--- config.mk ---
export PLATFORM = sky130hd
export DESIGN_NAME = chk_ref_gen
export DESIGN_NICKNAME = d
export VERILOG_FILES = /design/src/rtl/chk_pkg.sv /design/src/rtl/chk_ref_gen.sv
export SDC_FILE = /design/constraint.sdc
export NUM_CORES = 1
export LEC_CHECK = 0
export ABC_AREA = 1
export CORE_MARGIN = 10
export CORE_UTILIZATION = 55
export CTS_CLUSTER_SIZE = 14
export DETAILED_ROUTE_END_ITERATION = 16
export HOLD_SLACK_MARGIN = 0.1
export PLACE_DENSITY = 0.85
export SETUP_SLACK_MARGIN = 0.15
export SYNTH_ARGS = -nofsm -noshare
export SYNTH_HDL_FRONTEND = slang
export SYNTH_SLANG_ARGS = --single-unit
--- constraint.sdc ---
create_clock -name clk -period 4.28 [get_ports clk]
set_clock_uncertainty 0.05 [all_clocks]
set_input_delay 0.856 -clock clk [delete_from_list [all_inputs] [get_ports clk]]
set_output_delay 0.856 -clock clk [all_outputs]
set_load 0.01 [all_outputs]
--- src/rtl/chk_pkg.sv ---
// Shared types and default sizing for the frame data checker.
// Imported by the top and the reference generator.
package chk_pkg;

  typedef enum logic {
    IDLE = 1'b0,
    RECV = 1'b1
  } state_t;

  localparam int DEF_DATA_W    = 32;
  localparam int DEF_FRAME_LEN = 16;
  localparam int DEF_ERR_W     = 8;
  localparam int DEF_TIMEOUT   = 256;

endpackage

--- src/rtl/chk_ref_gen.sv ---
// Expected-data generator: free-running incrementer that
// advances once per accepted beat and is only cleared by reset.
module chk_ref_gen
  import chk_pkg::*;
#(
  parameter int DATA_W = DEF_DATA_W
) (
  input  logic              clk,
  input  logic              rst,
  input  logic              adv,
  output logic [DATA_W-1:0] ref_val
);

  always_ff @(posedge clk or posedge rst) begin
    if (rst) begin
      ref_val <= '0;
    end else if (adv) begin
      ref_val <= ref_val + 1'b1;
    end
  end

endmodule

==> out/qor.csv <==
stage,metric,value,unit
floorplanning,die_height,76.1,um
finish,fin_nets,253,
grt,top_usage_layer,met2,
clock_network,clock-sinks,32,
pwr,power_switching_share,31.7,%
synthesis,synth_top_area_share,46.3,%
routing,via_count,1415,
routing,routedWlPerCell,12.8,um
pwr,power.leakage,1.05,nW
critical_path,crit_family,buffers and inverters,
grt,gr-total-overflow,0,
synthesis,ys_seq_elements,32,
clock_network,post_cts_buffers,0,
pwr,vdd_drop_max,0.000291,V
synthesis,yosys-top-cells-area,"dfrtp_1, nand2_1, xor2_1, inv_1, nand4_1",
placed_design,routabilityCongestion,0.871,
finish,largest_register_ffs,32,
placed_design,io_buffers,34,
floorplanning,die_x,76.1,um
routing,drc,0,
critical_path,cpMaxStageDelayCell,clkdlybuf4s50_1,
synthesis,yosysTopAreaCell,dfrtp_1,
job,max_cap_violations,0,
timing,finalHoldViolations,0,
critical_path,worstSetupPathType,flop to output pin,
timing,final_max_slew_viol_count,0,
clock_network,clk_path_buf_depth,2,
routing,routed_wirelength,3740,um
finish,area_growth,26.0,%
pwr,combinationalPowerShare,24.2,%
clock_network,cts_hold_buffers,0,
pwr,switchingPower,0.000224,W
status,outcome,"complete, no violations",
grt,grt_pass1_vias,1370,
pwr,p_clk_share,22.2,%
clock_network,cts_resized,0,
clock_network,cts_tree,done,
grt,grt_max_degree,33,
grt,grtUsageMet1,16.9,%
worst_hold_path,min_path_type,flop to flop,
critical_path,rr_worst_depth,8,
routing,first_pass_iters,4,
floorplanning,initial_utilization,57.1,%
synthesis,synth_cell_types,19,
routing,drt_iter0_drc,91,
finish,top_regs,ref_val x32,
pwr,internal-power,0.000481,W
grt,grt_pass1_wl,6500,um
timing,grt_setup_unrepaired,false,
timing,fmax,0.422,GHz
floorplanning,dieArea,0.00579,mm^2
synthesis,syn_area,0.00173,mm^2
timing,setup_viol,0,
clock_network,insertion_delay,0.34,ns
floorplanning,row_count,20,
finish,drive_above_1_share,10.0,%
critical_path,cpPeakStageDelay,0.61,ns
timing,slew_headroom,70.8,%
timing,post-route-period-util,55.3,%
finish,antennaDiodeCount,0,
clock_network,htree_levels,2,
finish,max_flop_register,ref_val,
routing,viasPerCell,4.83,
floorplanning,io_pins,35,
critical_path,arrival,1.46,ns
finish,final_util,72.0,%
critical_path,critPathRequiredTime,3.37,ns
synthesis,syn-instance-count,207,
critical_path,critPathMaxFanout,7,
clock_network,cts_root_buffer,clkbuf_4,
timing,worst_pin_slew,0.436,ns
clock_network,cts_made_buffers,5,
synthesis,synth-seq-area-share,46.3,%
grt,use_met2,19.4,%
synthesis,syn_avg_cell_area,8.36,um^2
critical_path,worst-path-buf-inv,1,
critical_path,cp-end-kind,output pin,
synthesis,yosysWarnings,0,
pwr,seq_power_share,53.6,%
timing,fin_setup_tns,0,ns
grt,antenna_found_initial,0,
placed_design,dp_hpwl,2930,um
routing,ant_nets,0,
grt,grtUsageTotal,13.6,%
grt,use_met3,5.90,%
critical_path,cp.depth,1,
worst_hold_path,hold_depth,2,
critical_path,startpoint_type,flop,
finish,n_fill_cell,237,
pwr,power_density,323,mW/mm^2
clock_network,clk_pin_slew,0.10,ns
synthesis,syn_nets,211,
timing,period_needed,2.37,ns
critical_path,cp_cell_sequence,clkdlybuf4s50_1,
floorplanning,coreArea,0.00303,mm^2
## stage by stage
stage	area [um^2]	setup WS, ns	hold slack, ns	total power (W)	std cells
after floorplan	1730	2.57	0.472	0.000468	207
after global placement	2130	1.87	0.430	0.000553	286
after detailed placement	2130	1.82	0.445	0.000557	286
after CTS	2180	1.91	0.466	0.000712	293
after global routing	2180	1.87	0.489	0.000748	293
final	2180	1.91	0.466	0.000705	293
## cell type report
| cell class | count | area, um^2 | share of cell area [%] |
|---|---|---|---|
| inverter | 28 | 105 | 4.82 |
| clock inverter | 1 | 5.00 | 0.230 |
| tap | 44 | 55.1 | 2.53 |
| clock buffer | 6 | 41.3 | 1.89 |
| timing repair buffer | 35 | 348 | 16.0 |
| multi-input combinational | 147 | 825 | 37.8 |
| sequential | 32 | 801 | 36.7 |
## Yosys cell counts
| cell | count |
|---|---|
| dfrtp_1 | 32 |
| nor3_1 | 1 |
| nand2_2 | 6 |
| nand3_1 | 12 |
| nand2_1 | 59 |
| xnor2_1 | 7 |
| nand2_4 | 1 |
| nor2_4 | 6 |
| and2_1 | 1 |
| nand4_1 | 12 |
| nor2_2 | 2 |
| nor2_8 | 1 |
| inv_1 | 28 |
| xor2_1 | 14 |
| nand3b_1 | 2 |
| ha_1 | 1 |
| nor2_1 | 20 |
| nand3_2 | 1 |
| mux2_2 | 1 |
## worst paths after layout
kind / from / end / slack, ns
max: ref_val[5]$_DFFE_PP0P_ / ref_val[5] / 1.91
min: ref_val[31]$_DFFE_PP0P_ / ref_val[31]$_DFFE_PP0P_ / 0.47
max reg2reg: ref_val[0]$_DFFE_PP0P_ / ref_val[30]$_DFFE_PP0P_ / 2.68
min reg2reg: ref_val[31]$_DFFE_PP0P_ / ref_val[31]$_DFFE_PP0P_ / 0.47
max in group asynchronous: rst / ref_val[9]$_DFFE_PP0P_ / 3.04
min in group asynchronous: rst / ref_val[6]$_DFFE_PP0P_ / 0.84
## layout by cell type (no fill, tap or decap), types with 2 or more instances in the layout
master           Yosys  layout
nand2_1             59      59
clkdlybuf4s50_1      0      34
dfrtp_1             32      32
inv_1               28      28
nor2_1              20      20
xor2_1              14      14
nand4_1             12      12
nand3_1             12      12
xnor2_1              7       7
nor2_4               6       6
nand2_2              6       6
clkbuf_4             0       5
nor2_2               2       2
nand3b_1             2       2
## power by group through the flow
| stage | sequential (W) | combinational (W) | clock [W] |
|---|---|---|---|
| final | 0.000378 | 0.000170 | 0.000156 |
| after global routing | 0.000384 | 0.000186 | 0.000178 |
| after CTS | 0.000378 | 0.000174 | 0.000160 |
| after floorplan | 0.000391 | 0.0000764 | 0 |
| after detailed placement | 0.000384 | 0.000173 | 0 |
| after global placement | 0.000382 | 0.000170 | 0 |
## worst register-to-register path, delay by kind of cell (launching register included)
kind / cells / cell delay (ns)
DFF: 1 / 0.42
adders and majority gates: 1 / 0.17
and+or+nand+nor: 7 / 0.86
## routing by layer
layer | vias up | part of all wire, % | routed length [um]
met5 | - | 0 | 0
met4 | 0 | 2.0 | 74
met3 | 6 | 7.1 | 266
met2 | 37 | 43 | 1610
met1 | 652 | 48 | 1790
li1 | 720 | - | -
## logic make-up (layout without fill, tap and decap cells)
family	Yosys count	after routing	share of synthesized area, %
multiplexers	1	1	0.651
adder cells (fa/ha/maj)	1	1	0.723
flip-flops	32	32	46.3
XOR/XNOR	21	21	10.6
AND/OR/NAND/NOR	124	124	35.6
buffers and inverters	28	70	6.07
Power figures use the tool's default switching activity.
